### src/rtl/display_pkg.sv
// display_pkg: shared display constants, scheduler state encoding and
// colour constants used by plot_scheduler and its round-robin arbiter.
//   SCREEN_W / SCREEN_H : visible VGA area in pixels
//   X_W / Y_W / COLOUR_W: default coordinate and colour widths
package display_pkg;

    localparam int SCREEN_W = 160;
    localparam int SCREEN_H = 120;
    localparam int X_W      = 8;
    localparam int Y_W      = 7;
    localparam int COLOUR_W = 3;

    // Scheduler state encoding
    localparam logic [1:0] S_IDLE  = 2'd0;
    localparam logic [1:0] S_LOAD  = 2'd1;
    localparam logic [1:0] S_SWEEP = 2'd2;
    localparam logic [1:0] S_DONE  = 2'd3;

    typedef enum logic [1:0] {
        ST_IDLE  = S_IDLE,
        ST_LOAD  = S_LOAD,
        ST_SWEEP = S_SWEEP,
        ST_DONE  = S_DONE
    } state_e;

    // 3-bit RGB colours
    localparam logic [2:0] COLOUR_BLACK = 3'b000;
    localparam logic [2:0] COLOUR_BLUE  = 3'b001;
    localparam logic [2:0] COLOUR_GREEN = 3'b010;
    localparam logic [2:0] COLOUR_RED   = 3'b100;
    localparam logic [2:0] COLOUR_WHITE = 3'b111;

endpackage

### src/rtl/rr_arbiter.sv
// rr_arbiter: round-robin winner select for plot_scheduler.
//   clock, reset : system clock, synchronous active-high reset
//   req          : request vector
//   advance      : strobe; pointer moves to (owner+1) mod NUM_REQ
//   owner        : index of the requester that just completed
//   any          : at least one request is pending
//   winner       : first set req bit at or after the pointer (wrapping)
module rr_arbiter #(
    parameter int NUM_REQ = 3,
    parameter int PTR_W   = $clog2(NUM_REQ)
) (
    input  logic               clock,
    input  logic               reset,
    input  logic [NUM_REQ-1:0] req,
    input  logic               advance,
    input  logic [PTR_W-1:0]   owner,
    output logic               any,
    output logic [PTR_W-1:0]   winner
);

    logic [PTR_W-1:0] ptr_r;
    logic [PTR_W-1:0] idx_s;

    // Winner select: scan from the farthest slot back towards the pointer so
    // that the slot closest to the pointer is the last (and winning) write.
    always_comb begin
        any    = 1'b0;
        winner = '0;
        idx_s  = '0;
        for (int i = NUM_REQ - 1; i >= 0; i--) begin
            idx_s = PTR_W'((int'(ptr_r) + i) % NUM_REQ);
            if (req[idx_s]) begin
                any    = 1'b1;
                winner = idx_s;
            end else begin
                any    = any;
                winner = winner;
            end
        end
    end

    // Pointer update on completion of a command
    always_ff @(posedge clock) begin
        if (reset) begin
            ptr_r <= '0;
        end else if (advance) begin
            ptr_r <= (owner == PTR_W'(NUM_REQ - 1)) ? '0 : owner + PTR_W'(1);
        end else begin
            ptr_r <= ptr_r;
        end
    end

endmodule

### src/rtl/plot_scheduler.sv
// plot_scheduler: shares one VGA plot port between NUM_REQ rectangle-fill
// requesters. Round-robin arbitration, one pixel per clock, done pulse.
//   clock, reset        : system clock, synchronous active-high reset
//   req / req_x / req_y / req_w / req_h / req_colour : packed commands
//   grant, done, busy   : handshake and status (all registered)
//   vga_x, vga_y, vga_colour, vga_plot : pixel port (all registered)
// Optional build macro PLOT_SCHEDULER_CLIP_EN: suppress vga_plot for pixels
// outside SCREEN_W x SCREEN_H; otherwise coordinates wrap and all plot.
module plot_scheduler #(
    parameter int NUM_REQ  = 3,
    parameter int X_W      = display_pkg::X_W,
    parameter int Y_W      = display_pkg::Y_W,
    parameter int COLOUR_W = display_pkg::COLOUR_W
) (
    input  logic                        clock,
    input  logic                        reset,
    input  logic [NUM_REQ-1:0]          req,
    input  logic [NUM_REQ*X_W-1:0]      req_x,
    input  logic [NUM_REQ*Y_W-1:0]      req_y,
    input  logic [NUM_REQ*X_W-1:0]      req_w,
    input  logic [NUM_REQ*Y_W-1:0]      req_h,
    input  logic [NUM_REQ*COLOUR_W-1:0] req_colour,
    output logic [NUM_REQ-1:0]          grant,
    output logic [NUM_REQ-1:0]          done,
    output logic                        busy,
    output logic [X_W-1:0]              vga_x,
    output logic [Y_W-1:0]              vga_y,
    output logic [COLOUR_W-1:0]         vga_colour,
    output logic                        vga_plot
);
    import display_pkg::*;

    localparam int PTR_W = $clog2(NUM_REQ);

    logic [1:0]          state_r;
    logic [PTR_W-1:0]    owner_r;
    logic [X_W-1:0]      x_r, w_r, cx_r;
    logic [Y_W-1:0]      y_r, h_r, cy_r;
    logic [COLOUR_W-1:0] colour_r;
    logic [NUM_REQ-1:0]  grant_r, done_r;
    logic                busy_r, vga_plot_r;
    logic [X_W-1:0]      vga_x_r;
    logic [Y_W-1:0]      vga_y_r;
    logic [COLOUR_W-1:0] vga_colour_r;

    logic                any_s, advance_s, col_last_s, row_last_s, vis_s;
    logic [PTR_W-1:0]    win_s;
    logic [X_W-1:0]      sel_x_s, sel_w_s, nxt_cx_s, base_x_s, off_x_s, pix_x_s;
    logic [Y_W-1:0]      sel_y_s, sel_h_s, nxt_cy_s, base_y_s, off_y_s, pix_y_s;
    logic [COLOUR_W-1:0] sel_colour_s;

    function automatic logic [NUM_REQ-1:0] one_hot(input logic [PTR_W-1:0] idx);
        one_hot = {{(NUM_REQ-1){1'b0}}, 1'b1} << idx;
    endfunction

    assign advance_s = (state_r == S_DONE);

    rr_arbiter #(.NUM_REQ(NUM_REQ), .PTR_W(PTR_W)) u_arb (
        .clock   (clock),
        .reset   (reset),
        .req     (req),
        .advance (advance_s),
        .owner   (owner_r),
        .any     (any_s),
        .winner  (win_s)
    );

    // Owner's command fields, read straight off the request bus in LOAD
    assign sel_x_s      = req_x[owner_r*X_W +: X_W];
    assign sel_y_s      = req_y[owner_r*Y_W +: Y_W];
    assign sel_w_s      = req_w[owner_r*X_W +: X_W];
    assign sel_h_s      = req_h[owner_r*Y_W +: Y_W];
    assign sel_colour_s = req_colour[owner_r*COLOUR_W +: COLOUR_W];

    // Next pixel position; in LOAD the first pixel comes from the bus fields
    always_comb begin
        col_last_s = (cx_r == (w_r - X_W'(1)));
        row_last_s = (cy_r == (h_r - Y_W'(1)));
        if (col_last_s) begin
            nxt_cx_s = '0;
            nxt_cy_s = cy_r + Y_W'(1);
        end else begin
            nxt_cx_s = cx_r + X_W'(1);
            nxt_cy_s = cy_r;
        end
        if (state_r == S_LOAD) begin
            base_x_s = sel_x_s;
            base_y_s = sel_y_s;
            off_x_s  = '0;
            off_y_s  = '0;
        end else begin
            base_x_s = x_r;
            base_y_s = y_r;
            off_x_s  = nxt_cx_s;
            off_y_s  = nxt_cy_s;
        end
    end

`ifdef PLOT_SCHEDULER_CLIP_EN
    logic [X_W:0] sum_x_s;
    logic [Y_W:0] sum_y_s;
    assign sum_x_s = {1'b0, base_x_s} + {1'b0, off_x_s};
    assign sum_y_s = {1'b0, base_y_s} + {1'b0, off_y_s};
    assign vis_s   = (sum_x_s < (X_W+1)'(SCREEN_W)) && (sum_y_s < (Y_W+1)'(SCREEN_H));
    assign pix_x_s = sum_x_s[X_W-1:0];
    assign pix_y_s = sum_y_s[Y_W-1:0];
`else
    // Off-screen coordinates simply wrap
    assign pix_x_s = base_x_s + off_x_s;
    assign pix_y_s = base_y_s + off_y_s;
    assign vis_s   = 1'b1;
`endif

    // Scheduler FSM and registered outputs
    always_ff @(posedge clock) begin
        if (reset) begin
            state_r      <= S_IDLE;
            owner_r      <= '0;
            x_r          <= '0;
            y_r          <= '0;
            w_r          <= '0;
            h_r          <= '0;
            cx_r         <= '0;
            cy_r         <= '0;
            colour_r     <= '0;
            grant_r      <= '0;
            done_r       <= '0;
            busy_r       <= 1'b0;
            vga_x_r      <= '0;
            vga_y_r      <= '0;
            vga_colour_r <= '0;
            vga_plot_r   <= 1'b0;
        end else begin
            case (state_r)
                S_IDLE: begin
                    done_r     <= '0;
                    vga_plot_r <= 1'b0;
                    if (any_s) begin
                        state_r <= S_LOAD;
                        owner_r <= win_s;
                        grant_r <= one_hot(win_s);
                        busy_r  <= 1'b1;
                    end else begin
                        state_r <= S_IDLE;
                        grant_r <= '0;
                        busy_r  <= 1'b0;
                    end
                end
                S_LOAD: begin
                    x_r      <= sel_x_s;
                    y_r      <= sel_y_s;
                    w_r      <= sel_w_s;
                    h_r      <= sel_h_s;
                    colour_r <= sel_colour_s;
                    cx_r     <= '0;
                    cy_r     <= '0;
                    if ((sel_w_s == '0) || (sel_h_s == '0)) begin
                        state_r    <= S_DONE;
                        done_r     <= one_hot(owner_r);
                        vga_plot_r <= 1'b0;
                    end else begin
                        state_r      <= S_SWEEP;
                        vga_x_r      <= pix_x_s;
                        vga_y_r      <= pix_y_s;
                        vga_colour_r <= sel_colour_s;
                        vga_plot_r   <= vis_s;
                    end
                end
                S_SWEEP: begin
                    // cx_r/cy_r track the pixel currently on the port
                    if (col_last_s && row_last_s) begin
                        state_r    <= S_DONE;
                        done_r     <= one_hot(owner_r);
                        vga_plot_r <= 1'b0;
                    end else begin
                        cx_r         <= nxt_cx_s;
                        cy_r         <= nxt_cy_s;
                        vga_x_r      <= pix_x_s;
                        vga_y_r      <= pix_y_s;
                        vga_colour_r <= colour_r;
                        vga_plot_r   <= vis_s;
                    end
                end
                S_DONE: begin
                    state_r    <= S_IDLE;
                    done_r     <= '0;
                    grant_r    <= '0;
                    busy_r     <= 1'b0;
                    vga_plot_r <= 1'b0;
                end
                default: begin
                    state_r    <= S_IDLE;
                    done_r     <= '0;
                    grant_r    <= '0;
                    busy_r     <= 1'b0;
                    vga_plot_r <= 1'b0;
                end
            endcase
        end
    end

    assign grant      = grant_r;
    assign done       = done_r;
    assign busy       = busy_r;
    assign vga_x      = vga_x_r;
    assign vga_y      = vga_y_r;
    assign vga_colour = vga_colour_r;
    assign vga_plot   = vga_plot_r;

endmodule

### config.mk
export PLATFORM = sky130hd
export DESIGN_NAME = plot_scheduler
export DESIGN_NICKNAME = d
export VERILOG_FILES = /design/src/rtl/display_pkg.sv /design/src/rtl/rr_arbiter.sv /design/src/rtl/plot_scheduler.sv
export SDC_FILE = /design/constraint.sdc
export NUM_CORES = 1
export LEC_CHECK = 0
export CORE_MARGIN = 2
export CORE_UTILIZATION = 39
export DETAILED_ROUTE_END_ITERATION = 7
export GPL_TIMING_DRIVEN = 0
export HOLD_SLACK_MARGIN = 0.02
export PLACE_DENSITY = 0.75
export SLEW_MARGIN = 0
export SYNTH_ARGS = -nofsm -noshare
export SYNTH_HDL_FRONTEND = slang
export SYNTH_HIERARCHICAL = 1
export SYNTH_SLANG_ARGS = --single-unit
### constraint.sdc
create_clock -name clock -period 4.2 [get_ports clock]
set_clock_uncertainty 0.15 [all_clocks]
set_input_delay 0.84 -clock clock [delete_from_list [all_inputs] [get_ports clock]]
set_output_delay 0.84 -clock clock [all_outputs]
set_load 0.01 [all_outputs]
-- Word level (Yosys, flattened, before mapping)
Index checks and enable logic that the tools add are counted.
- output and inout port bits: 26
- logic and storage cells: 109
- input bits: 104
- flip-flop bits (word level): 80
- multipliers: 2
- reduce and logical (&&, ||, !) cells: 12
- shift operators: 7
- equality and inequality tests: 10
- muxes and demuxes: 46
- div/mod/pow operators: 3
- order comparisons: 3
- add/sub/neg operators: 9
- operators by type and width (operator ; number):
    modulo 32 x 3 -> 32 bit, second input constant ; 2
    2-to-1 mux 8 bit ; 6
    variable part select 24 x 6 -> 8 bit ; 2
    2-to-1 mux 7 bit ; 6
    variable part select 21 x 6 -> 7 bit ; 2
    modulo 3 x 3 -> 32 bit, second input constant ; 1
    case mux 8 bit (2 select lines) ; 2
    case mux 7 bit (2 select lines) ; 2
    2-to-1 mux 3 bit ; 5
    case mux 3 bit (2 select lines) ; 2
    2-to-1 mux 1 bit ; 11
    2-to-1 mux 2 bit ; 5
    less-than comparator 2 x 3 -> 1 bit, second input constant ; 3
    case mux 3 bit (3 select lines) ; 1
    variable part select 9 x 5 -> 3 bit ; 1
    adder 8 x 1 -> 8 bit, second input constant ; 1
    adder 8 bit ; 1
    == test 8 bit ; 1
    zero test 8 bit ; 1
    case mux 2 bit (4 select lines) ; 1
    subtractor 8 x 1 -> 8 bit, second input constant ; 1
    adder 7 x 1 -> 7 bit, second input constant ; 1
    adder 7 bit ; 1
    == test 7 bit ; 1
    22 further kinds ; 32

-- Logic depth before layout (Yosys ltp)
Gate-level depths: netlist (run 1).
- depth in word-level cells: 10
- mapped depth: 20
- mapped depth without buffers: 18

-- Cells and area by module
Netlist (run 1), hierarchy kept.
- modules (own cells, without submodules) (module ; cells each ; instances ; area an instance (µm²)):
    plot_scheduler ; 620 ; 1 ; 5082.4
    rr_arbiter ; 35 ; 1 ; 267.8

-- Worst setup path before layout (run 1)
No wires, ideal clock.
- kind: register to register
- start point: reg w_r[0]
- end point: reg vga_y_r[6], in the netlist vga_y[6]
- setup time: 0.091 ns
- cell stages (with the launch flop): 19
- data required time: 3.959 ns
- path buffers: 2
- slack: 0.041 ns
- data arrival time: 3.918 ns
- cells stage by stage: dfxtp_1 > inv_1 > ha_1 > nor3b_1 > nand3_1 > a2111oi_2 > o211a_1 > buf_6 > buf_2 > mux2i_1 > or2_2 > fa_1 > nor2b_1 > o21ai_0 > a21boi_0 > o21ai_0 > a21o_1 > a22o_1 > a311oi_1
- cells in the longest elaborated chain, start to end: 7
- elaborated cells between the ends (all ways): 11
- classes of those cells: 2 x add/sub; 2 x eq/ne; 5 x mux; 2 x reduce/logical
- ends and longest elaborated chain (item ; line ; text):
    start, declared ; plot_scheduler.sv:37 ; logic [X_W-1:0] x_r, w_r, cx_r;
    start signal, assigned ; plot_scheduler.sv:152 ; w_r <= sel_w_s;
    subtractor 8 x 1 -> 8 bit (*) ; plot_scheduler.sv:77 ; col_last_s = (cx_r == (w_r - X_W'(1)));
    == test 8 bit (*) ; plot_scheduler.sv:77 ;
    2-to-1 mux 7 bit ; plot_scheduler.sv:79 ; if (col_last_s) begin
    2-to-1 mux 7 bit ; plot_scheduler.sv:86 ; if (state_r == S_LOAD) begin
    adder 7 bit ; plot_scheduler.sv:110 ; assign pix_y_s = base_y_s + off_y_s;
    2-to-1 mux 7 bit, on equally long branches ; plot_scheduler.sv:171, plot_scheduler.sv:157 ;
    case mux 7 bit (2 select lines) ; plot_scheduler.sv:134 ; case (state_r)
    end signal, assigned ; plot_scheduler.sv:164 ; vga_y_r <= pix_y_s;
    end signal, assigned ; plot_scheduler.sv:179 ; vga_y_r <= pix_y_s;
    end, declared ; plot_scheduler.sv:43 ; logic [Y_W-1:0] vga_y_r;
Mark *: on every way between the ends. The rest lies on a longest branch, timed or not. The select of a mux whose other input is x is not followed.
A chain may end at the register's enable or synchronous reset.

-- Worst setup path in the final report (run 1)
- start point: reg w_r[1]
- end point: reg vga_y_r[6], in the netlist vga_y[6]
Same word-level chain as after synthesis.

==> results_dict.tcl, run 1 <==
set metrics [dict create \
    status "completed" \
    maxCapViolations 0 \
    syn_nets 787 \
    crit_cells 17 \
    path_buf_inv 2 \
    worstMarginPinSlew_ns 0.827 \
    antenna_found_initial 0 \
    die_h_microns 121 \
    ys_top_cells_by_area "dfxtp_1 30%, mux2i_1 9.7%, nor2_1 6.5%, ha_1 6.1%, a21oi_1 5.1%" \
    critical_path.max_fanout 6 \
    synth_top_area_cell "dfxtp_1" \
    path_cells "or4_4, o221ai_2, or3b_4, o211a_4, buf_12, xnor2_2, nor2_1, ha_2, inv_2, fa_2, nor2b_2, o21ai_2, a21boi_2, o21ai_2, a21o_1, a22o_1, a311oi_2" \
    cp.arrival_ns 4.25 \
    hpwl_microns 11700 \
    share_comb_of_total_power 0.537 \
    fin_util 0.560 \
    drc 0 \
    rows 42 \
    synthArstFlopShare 0 \
    synth-seq-cells 80 \
    yosys.area_share.adder 0.0683 \
    cp_common_cell "o21ai_2" \
    synthDistinctLibCells 68 \
    rr_worst_depth 17 \
    end_kind "flip-flop" \
    overflow 0 \
    viasPerCell 5.36 \
    relSlewSlack 0.442 \
    top_level_ports 130 \
    fmax_mhz 241 \
    synth_top_area_frac 0.299 \
    gp_congestion 0.905 \
    r2r_slack_ns 0.05 \
    critPathRequiredTime_ns 4.30 \
    postRouteAntennaNets 0 \
    first_iter_violations 243 \
    fill_cells 1203 \
    clock_path_buffers 2 \
    via_count 5307 \
    whs_path_depth 2 \
    clkSinkCount 80 \
    cp_slowest_stage_delay_ns 0.57 \
    synthCells 655 \
    io_buffers 129 \
    drt_pre_antenna_iters 5 \
    power_frac_seq 0.276 \
    intPower_mw 2.53 \
    synthSimpleGateAreaFrac 0.217 \
    path_class "reg2reg" \
    slew_viol_final 0 \
    syn_area_per_cell_sq_um 8.17 \
    ys_warn_count 6 \
    p_switching_mw 1.74 \
    synth_edf_count 0 \
    instances_no_fill 991 \
    drive_gt1_frac 0.115 \
    areaGrowthSynthToFinish_pct 39.2 \
    antennaDiodeCount 0 \
    startpoint "w_r[1]" \
    power_leakage_nw 2.82 \
    synth_mux_area_frac 0.0973 \
    numCtsBuffers 9 \
    p_per_area_nw_per_um2 573 \
    critPathTopFamily "compound AO/OA/AOI/OAI gates" \
    cp_slowest_cell "or4_4" \
    setup_viol 0 \
    synth_top_family_by_area "compound AO/OA/AOI/OAI gates" \
    finalCritPeriodShare 0.987 \
    clkSlewWorstSetupHoldPaths_ns 0.07 \
    hold_viol 0 \
    peakVddDrop_uv 289 \
    syn_area_sq_um 5350 \
    dp.cells 960 \
    hold_path_class "reg2reg" \
    r2r_end "vga_y[6]" \
    rr_startpoint "w_r[1]" \
    core_sq_um 13300 \
    root_buffer "clkbuf_16" \
    routed_wl_microns 15700 \
    start_kind "flip-flop" \
    wl_per_cell_microns 15.9 \
    yosysSeqAreaShare 0.299 \
    cts.htree.levels 3 \
    hold-worst-slack_ns 0.311 \
    initial_core_util 0.402 \
    sw_frac_of_total 0.407 \
    grt_pass1_wl_microns 25000 \
    grtUsageTotal 0.214 \
    die_w_microns 121 \
    nNetsFinal 942 \
    synth_compound_area_frac 0.219 \
    synth_flop_cell "dfxtp_1" \
    grt_max_degree 20 \
    cp-endpoint "vga_y[6]" \
    clkPwrFrac 0.188 \
    clk-insertion-delay-late_ns 0.34 \
    grt_setup_unrepaired "yes" \
    synth_xor_area_frac 0.0475 \
    cts_tree "built" \
    fp.dieArea_sq_um 14700 \
    fin_crit_ns 4.15 \
    grt_pass1_vias 5164 \
]
==> cells in the mapped netlist (all sizes together), types with 10 or more instances <==
| cell | instances |
|---|---|
| nor2b | 26 |
| inv | 26 |
| buf | 17 |
| xnor2 | 24 |
| nand2 | 29 |
| nor3 | 14 |
| dfxtp | 80 |
| ha | 26 |
| nand3 | 10 |
| a211oi | 22 |
| clkbuf | 23 |
| a21oi | 55 |
| nor2 | 93 |
| o21ai | 32 |
| mux2i | 52 |
| a2bb2oi | 15 |
==> tightest hold or removal path, stage by stage (launching register included) <==
cell	delay [ns]
dfxtp_1	0.31
nand2_1	0.06
a21oi_1	0.05
==> placed cells by master (no fill, tap or decap), types with 14 or more instances in the layout <==
cell             netlist  layout
a21oi_1               54      52
buf_4                  2      22
a211oi_1              22      22
nor3_1                14      14
clkbuf_1              22      16
dfxtp_1               80      76
xnor2_1               24      23
nor2_1                93      91
nand2_1               28      28
inv_1                 26      25
o21ai_0               31      27
a2bb2oi_1             15      15
clkdlybuf4s50_1        0     129
ha_1                  26      24
mux2i_1               52      52
nor2b_1               26      25
==> cells by family after synthesis <==
group,after synthesis
simple gates,228
compound gates,172
flops,80
buf+inv,66
mux,52
xor+xnor,29
fa+ha+maj,28
==> metal layers <==
layer / wire [microns] / up-vias / track usage
met5: 0 / - / 0
met4: 296 / 0 / 0.0610
met3: 1090 / 23 / 0.0446
met2: 7180 / 171 / 0.350
met1: 7150 / 2456 / 0.283
li1: - / 2657 / -
==> flip-flops by register name (all words and copies together), names as in the netlist, 2 cells and up <==
signal       count
cx_r             8
vga_x            8
w_r              8
x_r              8
cy_r             7
h_r              7
vga_y            7
y_r              7
colour_r         3
done             3
grant            3
vga_colour       3
owner_r          2
state_r          2
u_arb/ptr_r      2
==> power groups by stage <==
stage / Sequential (mW) / Combinational [mW] / Clock, mW
global route: 1.21 / 2.52 / 0.840
floorplan: 1.17 / 1.46 / 0
CTS: 1.17 / 2.19 / 0.809
detailed placement: 1.17 / 2.14 / 0
finish: 1.18 / 2.29 / 0.801
global placement: 1.17 / 2.10 / 0
==> metrics by stage <==
step	instance area [sq um]	TNS [ns]	power [mW]	setup slack, ns
2_1_floorplan	5350	0	2.63	0.0408
3_3_place_gp	6860	-2.26	3.27	-0.662
3_5_place_dp	6860	-2.72	3.31	-0.722
4_1_cts	7280	0	4.17	0.0145
5_1_grt	7450	-0.125	4.56	-0.0852
6_report	7450	0	4.27	0.0547
==> final cells by class <==
class | instances | area, sq um | share of cell area
Clock inverter | 7 | 80.1 | 0.0108
Buffer | 36 | 193 | 0.0259
Tap cell | 176 | 220 | 0.0296
Sequential cell | 80 | 1610 | 0.216
Clock buffer | 9 | 225 | 0.0302
Multi-Input combinational cell | 509 | 3590 | 0.483
Timing Repair Buffer | 148 | 1430 | 0.192
Inverter | 26 | 97.6 | 0.0131
==> worst min-delay path by stage <==
stage	end	slack, ns	startpoint
6_report	vga_x[6]	0.31	vga_x[6]
5_1_grt	vga_x[6]	0.34	vga_x[6]
4_1_cts	vga_x[6]	0.31	vga_x[6]
3_5_place_dp	vga_x[6]	0.30	vga_x[6]
3_3_place_gp	vga_x[6]	0.29	vga_x[6]
2_1_floorplan	colour_r[0]	0.31	colour_r[0]
==> timing repair <==
action | CTS | global route
endpoints found under the setup margin | 7 | 4
hold buffers | 0 | 0
cloned | 0 | 0
gates resized for setup | 21 | 31
buffers inserted | 9 | 12
pin swaps | 3 | 16
(Power assumes the default switching activity.)
==> run 2, diff against run 1 <==
Settings changed: PLACE_DENSITY 0.75 to not set, PLACE_DENSITY_LB_ADDON set to 0.05, SETUP_SLACK_MARGIN set to 0.4, SKIP_CTS_REPAIR_TIMING set to 1.
==> run 2 against run 1 <==
  * The flow now finishes with violations (setup timing)
  * Clock-buffer cell count rose by 3
  * Final cell count fell by 0.20%
  * Hold slack improved by 0.0010 ns
  * First-iteration DRC count rose by 23%
  * Final area barely moved
  * Register-to-register slack got worse by 0.11 ns
  * Non-clock buffer count fell by 1
  * Worst setup slack got worse by 0.11 ns
  * Routed wire length rose by 5.4%
  * Via count rose by 0.32%
  * Maximum frequency fell by 2.6%
  * Critical endpoint unchanged
  * Largest power group unchanged
==> results_dict.tcl, run 2 (synthesis results as in run 1) <==
set metrics [dict create \
    crit_cells 18 \
    io_buffers 129 \
    nNetsFinal 941 \
    antenna_found_initial 0 \
    critPathRequiredTime_ns 4.30 \
    clkSinkCount 80 \
    drc 0 \
    top_level_ports 130 \
    grt_setup_unrepaired "yes" \
    end_kind "flip-flop" \
    core_sq_um 13300 \
    design_area_sq_um 7450 \
    violations "setup timing" \
    overflow 0 \
    status "finished, violations left" \
    antennaDiodeCount 0 \
    slew_viol_final 0 \
    numCtsBuffers 9 \
    gp_congestion 0.889 \
    wl_per_cell_microns 16.7 \
    cp_slowest_stage_delay_ns 0.56 \
    power_leakage_nw 2.84 \
    setup_ws_ns -0.0542 \
    cts_tree "built" \
    p_per_area_nw_per_um2 582 \
    setup_tns_ns -0.0542 \
    start_kind "flip-flop" \
    clock_path_buffers 2 \
    critPathTopFamily "compound AO/OA/AOI/OAI gates" \
    worstMarginPinSlew_ns 0.769 \
    setup_viol 1 \
    drive_gt1_frac 0.109 \
    path_class "reg2reg" \
    drt_pre_antenna_iters 5 \
    routed_wl_microns 16600 \
    relSlewSlack 0.481 \
    hold_viol 0 \
    areaGrowthSynthToFinish_pct 39.3 \
    postRouteAntennaNets 0 \
    die_h_microns 121 \
    grt_pass1_vias 5202 \
    hpwl_microns 12400 \
    maxCapViolations 0 \
    place_ws_ns -0.840 \
    first_iter_violations 298 \
    fill_cells 1231 \
    fp.dieArea_sq_um 14700 \
    cp.arrival_ns 4.35 \
    cts.htree.levels 3 \
    grtUsageTotal 0.225 \
    viasPerCell 5.38 \
    placed_cell_area_sq_um 6890 \
    fin_crit_ns 4.25 \
    clkSlewWorstSetupHoldPaths_ns 0.06 \
    grt_pass1_wl_microns 26000 \
    cp_slowest_cell "or4_4" \
    via_count 5324 \
    critical_path.max_fanout 5 \
    layout_common_cells "129 x clkdlybuf4s50_1, 90 x nor2_1, 78 x dfxtp_1" \
    final_common_cell "clkdlybuf4s50_1" \
    die_w_microns 121 \
    whs_path_depth 2 \
    clk-insertion-delay-late_ns 0.34 \
    rr_worst_depth 18 \
    hold-worst-slack_ns 0.312 \
    initial_core_util 0.402 \
    hold_path_class "reg2reg" \
    finalCritPeriodShare 1.01 \
    rows 42 \
    grt_max_degree 13 \
    peakVddDrop_uv 295 \
    fmax_mhz 235 \
    path_buf_inv 3 \
    root_buffer "clkbuf_16" \
    path_cells "or4_4, o221ai_2, or3b_4, o211a_1, buf_6, buf_8, xnor2_4, nor2_2, ha_2, inv_2, fa_2, nor2b_2, o21ai_2, a21boi_2, o21ai_2, a21o_1, a22o_1, a311oi_1" \
    cp_common_cell "o21ai_2" \
]
run 2: cell types whose count changed in the layout (fill, tap and decap cells not counted), sizes merged:
cell           change
clkbuf            +11
buf                -8
clkinvlp           -4
inv                -2
bufinv             +1
clkdlybuf4s15      -1
clkinv             +1
run 2: cell type report:
type                       count  area [sq um]  area share
inverter                      26          97.6      0.0131
timing repair buffer         143          1400       0.187
sequential                    80          1610       0.216
clock buffer                  12           256      0.0344
tap                          176           220      0.0296
multi-input combinational    509          3590       0.482
clock inverter                 3          65.1     0.00873
buffer                        40           216      0.0291
run 2: through the flow:
stage | std cells | power (mW) | util
6_report | 989 | 4.34 | 0.560
3_3_place_gp | 960 | 3.29 | 0.518
2_1_floorplan | 655 | 2.65 | -
3_5_place_dp | 960 | 3.36 | 0.518
5_1_grt | 989 | 4.65 | 0.560
4_1_cts | 975 | 4.23 | 0.542
run 2: worst paths after layout:
kind	startpoint	end	slack, ns
worst max-delay path	w_r[0]	vga_y[6]	-0.05
worst min-delay path	vga_x[6]	vga_x[6]	0.31
worst max register to register	w_r[0]	vga_y[6]	-0.05
worst min register to register	vga_x[6]	vga_x[6]	0.31
run 2: power breakdown:
part / internal, mW / switching, mW / leakage (nW) / total, mW
combinational: 1.09 / 1.23 / 2.03 / 2.32
sequential: 0.998 / 0.171 / 0.656 / 1.17
clock: 0.549 / 0.305 / 0.159 / 0.854
total: 2.63 / 1.71 / 2.84 / 4.34
run 2: metal layers:
layer / up-vias / GRT usage / share of wire
met4: 0 / 0.0690 / 0.013
met2: 177 / 0.390 / 0.48
met3: 15 / 0.0381 / 0.064
met1: 2477 / 0.283 / 0.45
met5: - / 0 / 0
li1: 2655 / - / -
run 2: worst min-delay path: cells and delay by family, from the launching register on:
family,cells,cell delay [ns]
AO/OA/AOI/OAI,1,0.05
flip-flops,1,0.31
AND/OR/NAND/NOR,1,0.05
==> run 3, diff against run 2 <==
Settings changed: ABC_CLOCK_PERIOD_IN_PS set to 4200.
==> results of run 3 <==
Same layout as run 2: the final DEF is identical, and so are final timing and power.
==> patch 1: new RTL, flow settings as in run 2 <==
The option `PLOT_SCHEDULER_CLIP_EN` is turned on by a define.
--- a/src/rtl/plot_scheduler.sv
+++ b/src/rtl/plot_scheduler.sv
@@ -8,2 +8,4 @@
 // outside SCREEN_W x SCREEN_H; otherwise coordinates wrap and all plot.
+`define PLOT_SCHEDULER_CLIP_EN
+
 module plot_scheduler #(
Function: changed (a bounded check fails within 4 cycles, from zero or initial values and one cycle with reset high).
==> patch 1 against run 2 <==
- the flow still finishes with violations (negative setup slack)
- hold slack gained 0.0098 ns
- die area grew 7.1%
- worst setup slack lost 0.31 ns
- sequential share of layout area shrank 1.5 points
- design area grew 7.5%
- largest power group unchanged
- wire length grew 23%
- power grew 12%
- area after synthesis grew 7.3%
- sequential cell count is the same
==> patch 1: results (changes against run 2) <==
Vias per inst -> 5.70 (+5.8%)
Dpl hpwl -> 15,300 µm (+23%)
Port bufs -> 129 (unchanged)
Drt wl/cell -> 18.9 µm (+13%)
Adder-cell area share of the yosys netlist -> 6.80% (-0.030 points)
Proportion of layout cells with a drive suffix above 1 -> 11.4% (+0.44 points)
Dpl ws -> -0.367 ns (+0.473 ns)
WHS Path Cells -> 2 (unchanged)
Static leakage -> 2.86 nW (+0.61%)
Fill cells -> 1,374 (+12%)
Synth Net Count -> 866 (+10%)
Sequential area share after synthesis -> 27.9% (-2.0 points)
Maximum vdd ir drop -> 0.000275 V (-6.7%)
Setup TNS -> -1.18 ns (-1.13 ns)
Worst rel slew slack -> 47.8% (-0.29 points)
CP max FO -> 6 (+1)
Reg power frac -> 23.9% (-3.0 points)
First-pass GRT wire length -> 31,800 µm (+22%)
Root buffer cell -> clkbuf_16
Routability congestion estimate -> 0.906 (+1.9%)
Post-layout net count -> 1,026 (+9.0%)
Vias in the first global route -> 6,024 (+16%)
Synth warn -> 6 (unchanged)
Cts bufs inserted -> 9 (unchanged)
Clock-pin slew on the worst setup and hold paths -> 0.06 ns (about the same)
Largest net degree at the start of global routing -> 14 (+1)
Worst skew pair latency -> 0.36 ns (+0.02 ns)
HP Class -> reg -> reg
Compound-gate portion of the synthesized area -> 24.3% (+2.4 points)
Mux contribution to synthesized area -> 7.67% (-2.1 points)
Setup-failing EPs final -> 6 (+5)
Most instantiated cells after synthesis -> 86 x nor2_1, 80 x dfxtp_1, 76 x a21oi_1
Int Power -> 2.71 mW (+3.0%)
1st-iter DRT viols -> 340 (+14%)
R2R cell count -> 20 (+2)
GR Util All Layers -> 25.4% (+2.9 points)
Cell Area, Placed -> 7360 µm² (+6.9%)
Synth area leaders -> dfxtp_1 28%, mux2i_1 7.7%, a21oi_1 6.6%
P_clk -> 0.853 mW (about the same)
Status -> complete, but fails checks
Synth cell types -> 69 (+1.5%)
Ys async rst share -> 0% (unchanged)
Initial antenna violation count -> 0 (unchanged)
Arrival time worst endpoint -> 4.67 ns (+0.32 ns)
Failing checks -> negative setup slack
Xor and xnor fraction of the mapped netlist area -> 5.27% (+0.53 points)
Ys flop type -> dfxtp_1
Final WS setup -> -0.363 ns (-0.308 ns)
Detailed Routing Iterations Pass 1 -> 5 (unchanged)
Antenna Nets Post-Route -> 0 (unchanged)
Main power group -> combinational cells
## patch 1: changes by cell type after synthesis, moves of 7 or more
| cell | before | now |
|---|---|---|
| mux2i_1 | 52 | 44 |
| and2_1 | 2 | 17 |
| clkbuf_1 | 22 | 33 |
| nor2b_1 | 26 | 11 |
| a21oi_1 | 54 | 76 |
| nand3_1 | 10 | 25 |
| nor4_1 | 1 | 9 |
| nor2_1 | 93 | 86 |
## patch 1: final cells by class
| type | instances | area [µm²] | share of cell area [%] |
|---|---|---|---|
| clock buffers | 9 | 225 | 2.81 |
| well taps | 184 | 230 | 2.88 |
| repair buffers | 149 | 1460 | 18.3 |
| inverters | 31 | 119 | 1.48 |
| flip-flops and latches | 80 | 1610 | 20.1 |
| multi-input cells | 570 | 4020 | 50.2 |
| clock inverters | 6 | 85.1 | 1.06 |
| plain buffers | 51 | 254 | 3.17 |
## patch 1: cells by family (layout without fill, tap and decap cells)
family | after synthesis | after routing
compound gates | 214 | 214
fa+ha+maj | 30 | 30
buf+inv | 82 | 246
xor+xnor | 33 | 33
simple gates | 249 | 249
flops | 80 | 80
mux | 44 | 44
## patch 1: critical path, stage by stage, from the launching register on
cell	delay, ns
dfxtp_4	0.38
inv_4	0.04
ha_4	0.23
xnor2_2	0.13
a211o_1	0.26
or4_4	0.50
or3_4	0.35
buf_8	0.14
nor2_4	0.13
buf_8	0.15
nor2_4	0.04
and2_4	0.19
ha_4	0.22
a21o_1	0.18
a21o_4	0.22
buf_6	0.12
a21oi_1	0.17
o311ai_2	0.14
o31a_1	0.27
o211a_1	0.14
nor4_2	0.30
## patch 1: worst paths after layout
| path | start | slack [ns] | end |
|---|---|---|---|
| max | w_r[1]$_SDFFE_PP0N_ | -0.36 | vga_plot$_SDFF_PP0_ |
| min | busy$_SDFFE_PP0N_ | 0.32 | busy$_SDFFE_PP0N_ |
| max reg2reg | w_r[1]$_SDFFE_PP0N_ | -0.36 | vga_plot$_SDFF_PP0_ |
| min reg2reg | busy$_SDFFE_PP0N_ | 0.32 | busy$_SDFFE_PP0N_ |
## patch 1: stage by stage
| step | std cells | hold slack, ns | power, mW |
|---|---|---|---|
| finish | 1080 | 0.322 | 4.84 |
| CTS | 1060 | 0.326 | 4.61 |
| global placement | 1045 | 0.307 | 3.68 |
| floorplan | 732 | 0.313 | 2.86 |
| global route | 1080 | 0.348 | 5.16 |
| detailed placement | 1045 | 0.317 | 3.74 |
## patch 1: routing by layer
| metal | wire length (µm) | GRT usage [%] |
|---|---|---|
| met4 | 345 | 7.12 |
| met3 | 1150 | 4.49 |
| met5 | 0 | 0 |
| met1 | 8970 | 32.8 |
| met2 | 9900 | 43.5 |
==> patch 2: new RTL, flow settings as in run 2 <==
Made on the original files. Reset style: asynchronous (`reset`), changed in 2 clocked blocks. Comments in the files are not updated.
--- a/src/rtl/rr_arbiter.sv
+++ b/src/rtl/rr_arbiter.sv
@@ -42,3 +42,3 @@
     // Pointer update on completion of a command
-    always_ff @(posedge clock) begin
+    always_ff @(posedge clock or posedge reset) begin
         if (reset) begin
--- a/src/rtl/plot_scheduler.sv
+++ b/src/rtl/plot_scheduler.sv
@@ -114,3 +114,3 @@
     // Scheduler FSM and registered outputs
-    always_ff @(posedge clock) begin
+    always_ff @(posedge clock or posedge reset) begin
         if (reset) begin
Formal check against the unedited RTL: differs if reset is asserted again (counterexample within 4 cycles, from zero or initial values and one cycle with reset high); with reset held inactive, the same outputs for 4 cycles.
==> patch 2 against run 2 <==
- the run still ends with negative setup slack left
- clock power decreased by 8.9%
- sequential share of layout area grew 4.8 points
- largest cell class unchanged
- power grew 24%
- worst setup slack lost 0.26 ns
- design area increased by 2.1%
- core utilization fell by 1.2 points
- non-clock buffer count shrank 11
- first-iteration DRC count down 21%
- sequential cell count did not move
- cell count decreased by 4.2%
- wire length is 1.1% higher
- combinational power up 40%
- area after synthesis increased by 3.4%
==> patch 2: results (changes against run 2) <==
Cell family with most CP delay -> simple AND/OR/NAND/NOR gates
CP max FO -> 7 (+2)
Placed cells -> 922 (-4.0%)
Static leakage -> 3.27 nW (+15%)
First-pass GRT wire length -> 26,300 µm (+1.4%)
Maximum vdd ir drop -> 0.000339 V (+15%)
Status -> complete, but fails checks
Final WL -> 16,700 µm (+1.1%)
Final instance area -> 7610 µm² (+2.1%)
Compound-gate portion of the synthesized area -> 19.8% (-2.2 points)
Multi-input combinational area share -> 44.7% (-3.5 points)
Comb_multi_in -> 469 (-7.9%)
Sequential area share after synthesis -> 36.2% (+6.2 points)
Fill cells -> 1,299 (+5.5%)
Seq Cell Count -> 80 (unchanged)
Net Sw Power -> 2.29 mW (+34%)
Arrival time worst endpoint -> 4.63 ns (+0.28 ns)
Synth Net Count -> 744 (-5.5%)
Post-Syn Instances -> 612 (-6.6%)
Worst rel slew slack -> 38.9% (-9.1 points)
Proportion of layout cells with a drive suffix above 1 -> 12.4% (+1.4 points)
HP Class -> reg -> reg
Dpl hpwl -> 12,700 µm (+1.9%)
Final WS setup -> -0.318 ns (-0.264 ns)
Mapped Area -> 5530 µm² (+3.4%)
Xor and xnor fraction of the mapped netlist area -> 6.06% (+1.3 points)
Mux contribution to synthesized area -> 10.6% (+0.85 points)
Crit path largest cell delay -> 0.53 ns (-0.03 ns)
DR vias -> 5,101 (-4.2%)
Failing checks -> negative setup slack
Inverters -> 31 (+19%)
GR Util All Layers -> 22.8% (+0.32 points)
Drt wl/cell -> 17.7 µm (+5.6%)
Dpl ws -> -0.686 ns (+0.154 ns)
Routability congestion estimate -> 0.869 (-2.3%)
Pwr dens -> 705 nW/µm² (+21%)
Critical path's slowest cell -> or4_4
Reg area -> 2000 µm² (+25%)
Non-Clock Buffer Area Fraction -> 20.7% (-0.96 points)
Adder-cell area share of the yosys netlist -> 6.60% (-0.23 points)
Final clock-cell share -> 3.80% (-0.52 points)
Non-clk bufs -> 172 (-6.0%)
Reg power frac -> 25.0% (-1.9 points)
Cell Area, Placed -> 7120 µm² (+3.4%)
Synth area leaders -> dfrtp_1 36%, mux2i_1 6.5%, ha_1 5.9%
Setup-failing EPs final -> 2 (+1)
1st-iter DRT viols -> 235 (-21%)
Hold slack -> 0.333 ns (+0.0216 ns)
==> patch 2: changes by cell type after synthesis, sizes merged, moves of 16 or more <==
cell,before,now
a211oi,22,3
nor2b,26,7
mux2,0,17
dfrtp,0,80
dfxtp,80,0
mux2i,52,36
==> patch 2: worst paths after layout <==
| kind | startpoint | to | cells past startpoint |
|---|---|---|---|
| max | w_r[0]$_DFFE_PP0N_ | vga_y[6]$_DFFE_PP0P_ | 20 |
| min | grant[0]$_DFFE_PP0N_ | grant[0]$_DFFE_PP0N_ | 2 |
| max reg2reg | w_r[0]$_DFFE_PP0N_ | vga_y[6]$_DFFE_PP0P_ | 20 |
| min reg2reg | grant[0]$_DFFE_PP0N_ | grant[0]$_DFFE_PP0N_ | 2 |
| max in group asynchronous | reset | cx_r[7]$_DFFE_PP0P_ | 3 |
| min in group asynchronous | reset | u_arb/ptr_r[1]$_DFFE_PP0P_ | 2 |
==> patch 2: worst register-to-register path, cell delays in order (launching register included) <==
cell and delay, ns:
dfrtp_2 0.42, inv_2 0.07, ha_4 0.14, or3b_4 0.37
or4_4 0.53, nand4_1 0.16, nand3_4 0.12, and2_4 0.18
buf_8 0.13, xnor2_4 0.12, nor2_2 0.13, ha_2 0.20
inv_2 0.04, fa_2 0.34, nand2b_4 0.17, a21oi_4 0.16
o21a_1 0.15, nor2_2 0.04, xnor2_1 0.13, or4b_1 0.48
a31oi_1 0.19
==> patch 2: layer usage <==
metal / share of wire [%] / global-route usage (%) / up-vias / routed length (µm)
met5: 0 / 0 / - / 0
met4: 2.5 / 9.59 / 0 / 424
met3: 5.4 / 3.41 / 25 / 910
met2: 46 / 37.5 / 153 / 7730
met1: 46 / 29.9 / 2422 / 7660
li1: - / - / 2501 / -
